==> src/rtl/audio_out_pkg.sv <==
// Shared types and the reference round-and-saturate function for the DAC output path.
package audio_out_pkg;

  localparam int FXP_SIZE = 16;

  typedef logic signed [FXP_SIZE-1:0]   sample_t;
  typedef logic signed [2*FXP_SIZE-1:0] wide_sample_t;

  // Word-select levels: left slot while low, right slot while high.
  localparam logic LR_LEFT  = 1'b0;
  localparam logic LR_RIGHT = 1'b1;

  localparam sample_t SAMPLE_MAX = {1'b0, {(FXP_SIZE-1){1'b1}}};
  localparam sample_t SAMPLE_MIN = {1'b1, {(FXP_SIZE-1){1'b0}}};

  // Sign-extended limits at the one-bit-wider intermediate width.
  localparam logic signed [2*FXP_SIZE:0] WIDE_MAX = (2*FXP_SIZE+1)'(SAMPLE_MAX);
  localparam logic signed [2*FXP_SIZE:0] WIDE_MIN = (2*FXP_SIZE+1)'(SAMPLE_MIN);

  // Round half up by sh bits, then clamp to the signed sample range.
  function automatic sample_t requant_sat(input wide_sample_t wide, input int sh);
    logic signed [2*FXP_SIZE:0] acc;
    acc = {wide[2*FXP_SIZE-1], wide};
    if (sh > 0) acc = acc + ((2*FXP_SIZE+1)'(1) << (sh - 1));
    acc = acc >>> sh;
    if (acc > WIDE_MAX) return SAMPLE_MAX;
    if (acc < WIDE_MIN) return SAMPLE_MIN;
    return acc[FXP_SIZE-1:0];
  endfunction

endpackage

==> src/rtl/i2s_tx_out_fxp_requant.sv <==
// Combinational re-quantiser: wide fixed-point in, rounded and saturated DAC word out.
module fxp_requant #(
  parameter int fxp_size = 16,
  parameter int in_frac  = 16,
  parameter int out_frac = 12
) (
  input  logic [2*fxp_size-1:0] wide,
  output logic [fxp_size-1:0]   word
);

  localparam int W  = 2*fxp_size + 1;
  localparam int SH = in_frac - out_frac;

  // Half an output LSB, added ahead of the shift; nothing to add when no bits are dropped.
  localparam logic signed [W-1:0] RND     = (SH > 0) ? (W'(1) << ((SH > 0) ? SH - 1 : 0)) : '0;
  localparam logic signed [W-1:0] SAT_MAX = W'((64'd1 << (fxp_size - 1)) - 64'd1);
  localparam logic signed [W-1:0] SAT_MIN = ~SAT_MAX;

  logic signed [W-1:0] ext;
  logic signed [W-1:0] rounded;
  logic signed [W-1:0] shifted;

  // Extend by one bit so the rounding add cannot wrap, shift, then clamp.
  always_comb begin
    ext     = {wide[2*fxp_size-1], wide};
    rounded = ext + RND;
    shifted = rounded >>> SH;
    if (shifted > SAT_MAX)      word = {1'b0, {(fxp_size-1){1'b1}}};
    else if (shifted < SAT_MIN) word = {1'b1, {(fxp_size-1){1'b0}}};
    else                        word = shifted[fxp_size-1:0];
  end

endmodule

==> src/rtl/i2s_tx_out.sv <==
// I2S transmitter: one-entry sample buffer, bclk/lrclk generation and MSB-first
// serialisation of the mono output word into both slots of every frame.
module i2s_tx_out
  import audio_out_pkg::*;
#(
  parameter int fxp_size = 16,
  parameter int in_frac  = 16,
  parameter int out_frac = 12,
  parameter int clk_div  = 4
) (
  input  logic                  clk,
  input  logic                  rst,
  input  logic [2*fxp_size-1:0] i_sample,
  input  logic                  i_valid,
  output logic                  o_ready,
  output logic                  o_bclk,
  output logic                  o_lrclk,
  output logic                  o_sdata,
  output logic                  o_underrun
);

  localparam int FW = 2*fxp_size;
  localparam int DW = $clog2(clk_div);
  localparam int BW = $clog2(FW);

  logic [DW-1:0]       div_cnt_reg;
  logic                bclk_reg;
  logic                lrclk_reg;
  logic                sdata_reg;
  logic                underrun_reg;
  logic [BW-1:0]       bit_cnt_reg;
  logic [FW-1:0]       frame_reg;
  logic [fxp_size-1:0] buf_reg;
  logic                buf_full_reg;

  logic [fxp_size-1:0] word;
  logic                div_tc;
  logic                fall;
  logic [BW-1:0]       bit_next;
  logic                load;
  logic [FW-1:0]       frame_next;
  logic                accept;

  fxp_requant #(
    .fxp_size (fxp_size),
    .in_frac  (in_frac),
    .out_frac (out_frac)
  ) u_requant (
    .wide (i_sample),
    .word (word)
  );

  // Decode divider terminal count, the falling bclk edge and the frame-load slot (k = 1).
  always_comb begin
    div_tc     = (div_cnt_reg == DW'(clk_div - 1));
    fall       = div_tc && bclk_reg;
    bit_next   = (bit_cnt_reg == BW'(FW - 1)) ? '0 : bit_cnt_reg + 1'b1;
    load       = fall && (bit_next == BW'(1));
    frame_next = (load && buf_full_reg) ? {buf_reg, buf_reg} : frame_reg;
    // A buffer being drained this cycle cannot also be refilled.
    accept     = i_valid && !buf_full_reg;
  end

  // Bit clock divider and serialiser; sdata lags lrclk by one bit, and bit_cnt_reg
  // already holds (k-1) mod 2*fxp_size, which is the frame bit to send at edge k.
  always_ff @(posedge clk) begin
    if (rst) begin
      div_cnt_reg  <= '0;
      bclk_reg     <= 1'b0;
      lrclk_reg    <= LR_RIGHT;
      sdata_reg    <= 1'b0;
      underrun_reg <= 1'b0;
      bit_cnt_reg  <= BW'(FW - 1);
      frame_reg    <= '0;
    end else begin
      underrun_reg <= 1'b0;
      if (div_tc) begin
        div_cnt_reg <= '0;
        bclk_reg    <= ~bclk_reg;
      end else begin
        div_cnt_reg <= div_cnt_reg + 1'b1;
      end
      if (fall) begin
        bit_cnt_reg <= bit_next;
        lrclk_reg   <= (bit_next >= BW'(fxp_size)) ? LR_RIGHT : LR_LEFT;
        sdata_reg   <= frame_next[BW'(FW - 1) - bit_cnt_reg];
        frame_reg   <= frame_next;
        if (load && !buf_full_reg) underrun_reg <= 1'b1;
      end
    end
  end

  // One-entry input buffer: filled by a handshake, drained at the frame-load edge.
  always_ff @(posedge clk) begin
    if (rst) begin
      buf_full_reg <= 1'b0;
      buf_reg      <= '0;
    end else if (load && buf_full_reg) begin
      buf_full_reg <= 1'b0;
    end else if (accept) begin
      buf_full_reg <= 1'b1;
      buf_reg      <= word;
    end
  end

  assign o_ready    = ~buf_full_reg;
  assign o_bclk     = bclk_reg;
  assign o_lrclk    = lrclk_reg;
  assign o_sdata    = sdata_reg;
  assign o_underrun = underrun_reg;

endmodule

==> config.mk <==
export PLATFORM = sky130hd
export DESIGN_NAME = i2s_tx_out
export DESIGN_NICKNAME = d
export VERILOG_FILES = /design/src/rtl/audio_out_pkg.sv /design/src/rtl/i2s_tx_out_fxp_requant.sv /design/src/rtl/i2s_tx_out.sv
export SDC_FILE = /design/constraint.sdc
export NUM_CORES = 1
export LEC_CHECK = 0
export BUFFER_PORTS_ARGS = -buffer_cell sky130_fd_sc_hd__buf_4
export CAP_MARGIN = 0
export CORE_MARGIN = 1.5
export CORE_UTILIZATION = 55
export DETAILED_ROUTE_END_ITERATION = 8
export GPL_ROUTABILITY_DRIVEN = 0
export GPL_TIMING_DRIVEN = 0
export PLACE_DENSITY = 0.76
export SYNTH_ARGS = -nofsm -noshare
export SYNTH_HDL_FRONTEND = slang
export SYNTH_SLANG_ARGS = --single-unit
==> constraint.sdc <==
create_clock -name clk -period 3.69 [get_ports clk]
set_clock_uncertainty 0.1 [all_clocks]
set_input_delay 0 -clock clk [delete_from_list [all_inputs] [get_ports clk]]
set_output_delay 0 -clock clk [all_outputs]
set_load 0.01 [all_outputs]
==> impl_metrics.tcl, run 1 <==
set metrics [dict create \
    core_um2 6030 \
    slew_violations 0 \
    crit_start "bit_cnt_reg[1]" \
    ir_drop_mv 0.209 \
    syn-num-nets 480 \
    clk_pin_slew_worst_paths_ns 0.07 \
    hold_violations 0 \
    cp.required_ns 3.83 \
    cts_tree "built" \
    startpoint_type "flop" \
    critPathMaxFanout 10 \
    fin_crit_sh 0.934 \
    antenna_found_initial 0 \
    hold_class "input port to flop" \
    fmax_mhz 290 \
    avgRoutedWirePerCell_um 16.1 \
    synth_top_cells_by_count "nand2_1 (87), dfxtp_1 (59), nor2_1 (46)" \
    cellPowerDensity_nw_per_um2 345 \
    clk_latency_ns 0.35 \
    clockPowerShare 0.392 \
    total_power_mw 1.44 \
    start_util 0.577 \
    synth-edff-count 0 \
    switching_power_mw 0.370 \
    first_pass_iters 5 \
    finalSetupTns_ns 0 \
    clock_sinks 59 \
    async_flop_share 0 \
    synth_most_common_cell "nand2_1" \
    reg2reg_slack_ns 0.24 \
    h-tree-depth 3 \
    wirelength_mm 9.33 \
    syn_to_final_growth_pct 20.6 \
    timing.slew.headroom 0.509 \
    grt_pass1_vias 3281 \
    clock_path_buffers 2 \
    clockRootBuffer "clkbuf_8" \
    finish.instance_area_um2 4190 \
    synthesis.area_um2 3470 \
    p_seq_frac 0.476 \
    r2r_end "o_sdata" \
    ant_nets 0 \
    largest_register_ffs 32 \
    num_rows 28 \
    viasPerCell 5.98 \
    dp_slack_ns 0.194 \
    cts_buffers 9 \
    worstRegToRegCells 11 \
    synth.distinct_cells 61 \
    yosys-top-cells-area "dfxtp_1 (34%), nand2_1 (9.4%), a21oi_1 (5.2%), nor2_1 (5.0%), mux2i_1 (4.0%)" \
    ioPinCount 40 \
    grt_pass1_wl_mm 15.1 \
    multiInputGateArea_um2 2160 \
    p_leak_nw 1.63 \
    grtUsageTotal 0.296 \
    hold_ws_ns 0.00194 \
    finalSetupViolations 0 \
    dieArea_um2 6800 \
    max_cap_viol_count 0 \
    r2r_start "bit_cnt_reg[1]" \
    fin_crit_ns 3.45 \
    yosysWarnings 0 \
    outcome "finished, final reports clean" \
    yosysSeqAreaShare 0.340 \
    p_comb_frac 0.132 \
    drc 0 \
    crit_arrival_ns 3.58 \
    setup_slack_ns 0.244 \
    register_area_um2 1180 \
    path_class "flop to flop" \
    intPower_mw 1.07 \
    fp.dieW_um 82.5 \
    io_buffers 35 \
    swShare 0.256 \
    nNetsFinal 543 \
    crit_end "o_sdata" \
    drt_iter0_drc 236 \
    diodes 0 \
    grt_max_degree 11 \
    grt-ovfl-total 0 \
    ys.flop_type "dfxtp_1" \
    vias 3477 \
    hpwl_mm 6.77 \
    die_h_um 82.5 \
    ys_ff_latch 59 \
    synth_top_area_cell "dfxtp_1" \
    tightest_slew_ns 0.729 \
    drive_gt1_frac 0.150 \
    num-fill-cells 526 \
    crit_path_end_kind "flop" \
    synth_top_cell_area_share 0.340 \
    rsz0062_at_grt "false" \
    syn_avg_cell_area_um2 7.90 \
    place_area_um2 3830 \
    syn_inst 440 \
]
[kinds of logic (layout without fill, tap and decap cells)]
family / count (synthesis) / count (layout) / share of synthesized area
XOR/XNOR: 25 / 25 / 0.0630
buffers and inverters: 33 / 99 / 0.0393
flip-flops: 59 / 59 / 0.340
AND/OR/NAND/NOR: 200 / 200 / 0.275
adder cells (fa/ha/maj): 5 / 5 / 0.0180
multiplexers: 23 / 23 / 0.0825
AO/OA/AOI/OAI: 95 / 95 / 0.182
[per-layer routing]
layer	vias to the layer above	track usage	wire, um
met4	0	0.107	187
met5	-	0	0
met1	1617	0.321	3820
li1	1710	-	-
met2	127	0.557	4850
met3	23	0.0670	472
[timing repair]
item	CTS	global route
endpoints found under the hold margin	14	0
setup endpoints to repair	0	13
hold buffers	17	0
gates resized for setup	0	6
buffers inserted	0	0
[area by class of cell]
class,count,share of cell area
clock buffer,11,0.0337
clock inverter,3,0.00956
buffer,25,0.0263
timing repair buffer,52,0.103
tap,75,0.0224
sequential,59,0.282
multi-input combinational,348,0.516
inverter,8,0.00717
[worst min-delay path by stage]
stage / startpoint / endpoint / slack [ns] / cells past startpoint
floorplan: i_valid / buf_full_reg / 0.06 / 2
global placement: i_valid / buf_full_reg / 0.17 / 3
detailed placement: i_valid / buf_full_reg / 0.19 / 3
CTS: i_sample[4] / buf_reg[0] / 0.002 / 4
global route: i_sample[28] / buf_reg[2] / 0.06 / 4
finish: i_sample[4] / buf_reg[0] / 0.002 / 4
[placed cells by master (no fill, tap or decap), types with 2 or more instances in the layout]
cell type and count:
a211o_1 5, a21oi_1 36, a311oi_1 4, a31oi_1 3
and3_1 8, buf_1 4, buf_2 4, buf_4 35
clkbuf_1 14, clkbuf_2 3, clkbuf_8 10, clkinv_2 2
dfxtp_1 59, dlygate4sd3_1 17, ha_1 5, inv_1 7
mux2_2 5, mux2i_1 13, mux4_2 4, nand2_1 87
nand2b_1 4, nand3_1 15, nand4_1 5, nor2_1 46
nor2b_1 4, nor3_1 11, nor3b_1 3, nor4_1 3
nor4_2 3, o2111ai_1 2, o211ai_1 3, o21ai_0 5
o22ai_1 17, o41ai_1 2, or2_2 2, xnor2_1 16
xor2_1 9
[per-stage QoR]
| stage | instances | utilization |
|---|---|---|
| after global routing | 581 | 0.695 |
| after CTS | 581 | 0.694 |
| final | 581 | 0.695 |
| after global placement | 550 | 0.636 |
| after floorplan | 440 | - |
| after detailed placement | 550 | 0.636 |
[critical path: stages, from the launching register on]
cell and delay, ns:
dfxtp_1 0.53, ha_1 0.30, and3_1 0.18, ha_1 0.32, nor2b_1 0.13, mux2i_2 0.31
nand2_1 0.13, clkbuf_1 0.26, o31a_1 0.30, o221a_2 0.28, o311ai_0 0.39, o21ai_0 0.12
[power groups by stage]
stage | combinational (mW) | clock (mW) | sequential [mW]
2_1_floorplan | 0.108 | 0 | 0.691
3_3_place_gp | 0.168 | 0 | 0.699
3_5_place_dp | 0.173 | 0 | 0.700
4_1_cts | 0.189 | 0.571 | 0.686
5_1_grt | 0.213 | 0.594 | 0.689
6_report | 0.191 | 0.566 | 0.687
Power figures use the tool's default switching activity.
==> inputs of run 2 (changes only) <==
- REMOVE_ABC_BUFFERS: unset -> 1
==> impl_metrics.tcl, run 2 (synthesis gave the netlist of run 1 again) <==
set metrics [dict create \
    outcome "finished, final reports clean" \
    clock_path_buffers 2 \
    grt-ovfl-total 0 \
    worstRegToRegCells 10 \
    clk_latency_ns 0.34 \
    dieArea_um2 6800 \
    hold_class "input port to flop" \
    grt_max_degree 61 \
    finish.instance_area_um2 4160 \
    drt_iter0_drc 230 \
    reg2reg_slack_ns 0.25 \
    place_area_um2 3730 \
    tightest_slew_ns 1.30 \
    ant_nets 0 \
    crit_arrival_ns 3.56 \
    fin_crit_ns 3.44 \
    hold_path.startpoint "i_sample[3]" \
    finalSetupViolations 0 \
    critPathMaxFanout 38 \
    die_h_um 82.5 \
    hpwl_mm 5.63 \
    multiInputGateArea_um2 2200 \
    vias 3376 \
    num_rows 28 \
    viasPerCell 6.03 \
    core_um2 6030 \
    antenna_found_initial 0 \
    drive_gt1_frac 0.161 \
    cts_tree "built" \
    cp_top_family "compound AO/OA/AOI/OAI gates" \
    clock_sinks 59 \
    rsz0062_at_grt "false" \
    wirelength_mm 8.41 \
    ioPinCount 40 \
    crit_path_end_kind "flop" \
    finalCoreUtilization 0.691 \
    drc 0 \
    hold_violations 0 \
    h-tree-depth 3 \
    slew_violations 0 \
    largest_register_ffs 32 \
    cts_buffers 9 \
    critPathMaxStageDelay_ns 0.63 \
    grt_pass1_vias 3087 \
    ir_drop_mv 0.256 \
    register_area_um2 1190 \
    syn_to_final_growth_pct 19.8 \
    fin_crit_sh 0.932 \
    path_class "flop to flop" \
    startpoint_type "flop" \
    fmax_mhz 291 \
    crit_top_cell "ha_1" \
    max_cap_viol_count 0 \
    met2_length_mm 4.07 \
    final_cell_mix "nand2_1 (86), dfxtp_1 (57), nor2_1 (45)" \
    total_power_mw 1.49 \
    critPathSlowestCell "dfxtp_4" \
    min_to "buf_reg[0]" \
    crit_start "bit_cnt_reg[0]" \
    cp.required_ns 3.81 \
    holdPathStages 4 \
    first_pass_iters 5 \
    r2r_end "o_sdata" \
    cp_cell_sequence "ha_1 -> and3_1 -> ha_1 -> and4b_1 -> o211a_1 -> nand2_8 -> o31a_1 -> o221a_2 -> o311ai_0 -> o21ai_0" \
    avgRoutedWirePerCell_um 15.0 \
    grtUsageTotal 0.265 \
    grt_pass1_wl_mm 13.8 \
    fp.dieW_um 82.5 \
    timing.slew.headroom 0.132 \
    start_util 0.577 \
    crit_buf_inv 0 \
    r2r_start "bit_cnt_reg[0]" \
    p_leak_nw 1.60 \
    wl_met1_mm 3.75 \
    clockRootBuffer "clkbuf_8" \
    layout_commonest_cell "nand2_1" \
    io_buffers 36 \
    diodes 0 \
    nNetsFinal 520 \
    wl_met3_um 409 \
    cellPowerDensity_nw_per_um2 358 \
    hold_ws_ns 0.0121 \
    clk_pin_slew_worst_paths_ns 0.07 \
    num-fill-cells 512 \
    topRoutingLayerUsed "met4" \
]
==> run 2: worst max path at each step <==
stage | depth (start not counted) | slack, ns | to
finish | 10 | 0.25 | o_sdata
floorplan | 10 | -0.27 | o_sdata
CTS | 10 | 0.01 | o_sdata
detailed placement | 10 | -1.26 | o_sdata
global placement | 10 | -1.18 | o_sdata
global route | 10 | 0.02 | o_sdata
==> run 2: cell type report <==
type                            count  share of cell area
Timing Repair Buffer               53               0.105
Inverter                            8             0.00721
Clock buffer                       13              0.0406
Tap cell                           75              0.0225
Multi-Input combinational cell    349               0.529
Clock inverter                      3              0.0108
Sequential cell                    59               0.285
==> run 2: what timing repair did <==
| action | CTS | global route |
|---|---|---|
| hold endpoints to repair | 15 | 0 |
| setup endpoints to repair | 34 | 1 |
| gates resized for setup | 7 | 3 |
| cloned | 0 | 1 |
| hold buffers | 16 | 0 |
| setup buffers | 0 | 0 |
| pin swaps | 0 | 1 |
==> run 2: layer usage <==
layer | up-vias | global-route usage
li1 | 1670 | -
met1 | 1596 | 0.316
met2 | 92 | 0.452
met3 | 18 | 0.0725
met4 | 0 | 0.0983
met5 | - | 0
==> run 2: worst reg2reg max path: stages (launching register included) <==
cell,delay (ns)
dfxtp_4,0.63
ha_1,0.32
and3_1,0.19
ha_1,0.24
and4b_1,0.29
o211a_1,0.33
nand2_8,0.20
o31a_1,0.30
o221a_2,0.27
o311ai_0,0.34
o21ai_0,0.12
==> run 2: stage by stage <==
stage | setup slack (ns) | instances | setup TNS [ns]
3_5_place_dp | -1.26 | 526 | -20.20
3_3_place_gp | -1.18 | 526 | -17.41
5_1_grt | 0.0160 | 560 | 0
6_report | 0.253 | 560 | 0
2_1_floorplan | -0.266 | 415 | -0.266
4_1_cts | 0.0124 | 558 | 0
==> run 2: power by group <==
group          internal, mW  leakage [nW]  total, mW  switching, mW
combinational        0.0907          1.01      0.182         0.0916
sequential            0.661         0.480      0.685         0.0247
clock                 0.367         0.102      0.621          0.254
total                  1.12          1.60       1.49          0.370
==> inputs of run 3 (changes only) <==
- HOLD_SLACK_MARGIN: unset -> 0.06
- clock period: 3.69 -> 3.8 ns (I/O delays scaled with it)
==> impl_metrics.tcl, run 3 (synthesis gave the netlist of run 1 again) <==
set metrics [dict create \
    outcome "finished, final reports clean" \
    grtUsageTotal 0.269 \
    drt_iter0_drc 196 \
    placedCellCount 526 \
    fmax_mhz 285 \
    num_rows 28 \
    crit_arrival_ns 3.67 \
    clock_sinks 59 \
    min_to "buf_reg[2]" \
    hold_class "input port to flop" \
    die_h_um 82.5 \
    layout_commonest_cell "nand2_1" \
    startpoint_type "flop" \
    tightest_slew_ns 1.25 \
    grt_pass1_wl_mm 14.1 \
    stdcell_count 566 \
    use_met3 0.0703 \
    ioPinCount 40 \
    hold_ws_ns 0.0701 \
    drive_gt1_frac 0.157 \
    ant_nets 0 \
    wirelength_mm 8.41 \
    rsz0062_at_grt "false" \
    fin_crit_sh 0.922 \
    finalSetupViolations 0 \
    crit_buf_inv 0 \
    vias 3376 \
    clock_path_buffers 2 \
    p_leak_nw 1.62 \
    worstRegToRegCells 10 \
    place_area_um2 3730 \
    timing.slew.headroom 0.162 \
    met2_usage 0.469 \
    path_class "flop to flop" \
    cp_cell_sequence "ha_1 -> and3_1 -> ha_1 -> and4b_1 -> o211ai_1 -> nor2_4 -> a21oi_1 -> a221o_1 -> a32o_1 -> o21ai_0" \
    finish.instance_area_um2 4230 \
    grt_pass1_vias 3162 \
    viasPerCell 5.96 \
    post_cts_buffers 0 \
    io_buffers 36 \
    grt_max_degree 61 \
    critPathMaxFanout 30 \
    h-tree-depth 3 \
    crit_path_end_kind "flop" \
    finalCoreUtilization 0.702 \
    fp.dieW_um 82.5 \
    clockRootBuffer "clkbuf_8" \
    largest_register_ffs 32 \
    holdPathStages 4 \
    hold_violations 0 \
    nNetsFinal 526 \
    cp.required_ns 3.97 \
    clk_pin_slew_worst_paths_ns 0.07 \
    hold_path.startpoint "i_sample[28]" \
    dieArea_um2 6800 \
    final_cell_mix "nand2_1 (86), dfxtp_1 (57), nor2_1 (45)" \
    cellPowerDensity_nw_per_um2 343 \
    start_util 0.577 \
    hpwl_mm 5.63 \
    first_pass_iters 4 \
    cts_buffers 9 \
    max_cap_viol_count 0 \
    avgRoutedWirePerCell_um 14.9 \
    num-fill-cells 506 \
    clk_latency_ns 0.34 \
    critPathSlowestCell "dfxtp_4" \
    reg2reg_slack_ns 0.30 \
    core_um2 6030 \
    cts_tree "built" \
    busiest_layer "met2" \
    drc 0 \
    fin_crit_ns 3.50 \
    use_met1 0.318 \
    critPathMaxStageDelay_ns 0.62 \
    r2r_end "o_sdata" \
    ir_drop_mv 0.248 \
    cp_top_family "compound AO/OA/AOI/OAI gates" \
    diodes 0 \
    slew_violations 0 \
    crit_top_cell "ha_1" \
    antenna_found_initial 0 \
    grt-ovfl-total 0 \
    r2r_start "bit_cnt_reg[0]" \
    syn_to_final_growth_pct 21.7 \
]
## run 3: cell count changes in the layout (fill, tap and decap cells not counted), sizes merged
| cell | previous run | this run |
|---|---|---|
| nor2 | 47 | 46 |
| dlygate4sd3 | 16 | 23 |
## run 3: cell type report
class / instances / area [um2] / share of cell area
Timing Repair Buffer: 60 / 508 / 0.120
Sequential cell: 59 / 1190 / 0.281
Inverter: 8 / 30.0 / 0.00710
Multi-Input combinational cell: 348 / 2200 / 0.519
Clock inverter: 3 / 45.0 / 0.0107
Clock buffer: 13 / 169 / 0.0400
Tap cell: 75 / 93.8 / 0.0222
## run 3: tightest hold or removal path, stage by stage
cell	delay (ns)
buf_4	0.08
o22a_1	0.16
nor4_4	0.12
o22ai_1	0.10
## run 3: metal layers
metal | vias up | share of wire
met5 | - | 0
met1 | 1600 | 0.45
met2 | 81 | 0.49
met4 | 0 | 0.019
met3 | 17 | 0.041
li1 | 1678 | -
## run 3: per-stage QoR
stage	worst slack, ns	power, mW	TNS [ns]
2_1_floorplan	-0.156	0.765	-0.156
3_3_place_gp	-1.07	0.835	-13.67
3_5_place_dp	-1.15	0.840	-16.46
4_1_cts	0.122	1.45	0
5_1_grt	0.0493	1.51	0
6_report	0.296	1.45	0
## run 3: how the worst max path moves through the flow
stage          endpoint  depth (start not counted)  slack (ns)      startpoint
2_1_floorplan   o_sdata                         10       -0.16  bit_cnt_reg[0]
3_3_place_gp    o_sdata                         10       -1.07  bit_cnt_reg[0]
3_5_place_dp    o_sdata                         10       -1.15  bit_cnt_reg[0]
4_1_cts         o_sdata                         10        0.12  bit_cnt_reg[0]
5_1_grt         o_sdata                         10        0.05  bit_cnt_reg[0]
6_report        o_sdata                         10        0.30  bit_cnt_reg[0]
## run 3: power breakdown
group,internal (mW),switching [mW]
clock network,0.357,0.245
registers,0.642,0.0238
logic,0.0937,0.0909
total,1.09,0.360
## run 3: repair_timing
| item | CTS | global route |
|---|---|---|
| hold buffers | 23 | 0 |
| gates resized for setup | 7 | 3 |
| pin swaps | 0 | 0 |
| setup endpoints to repair | 34 | 1 |
| endpoints found under the hold margin | 17 | 0 |
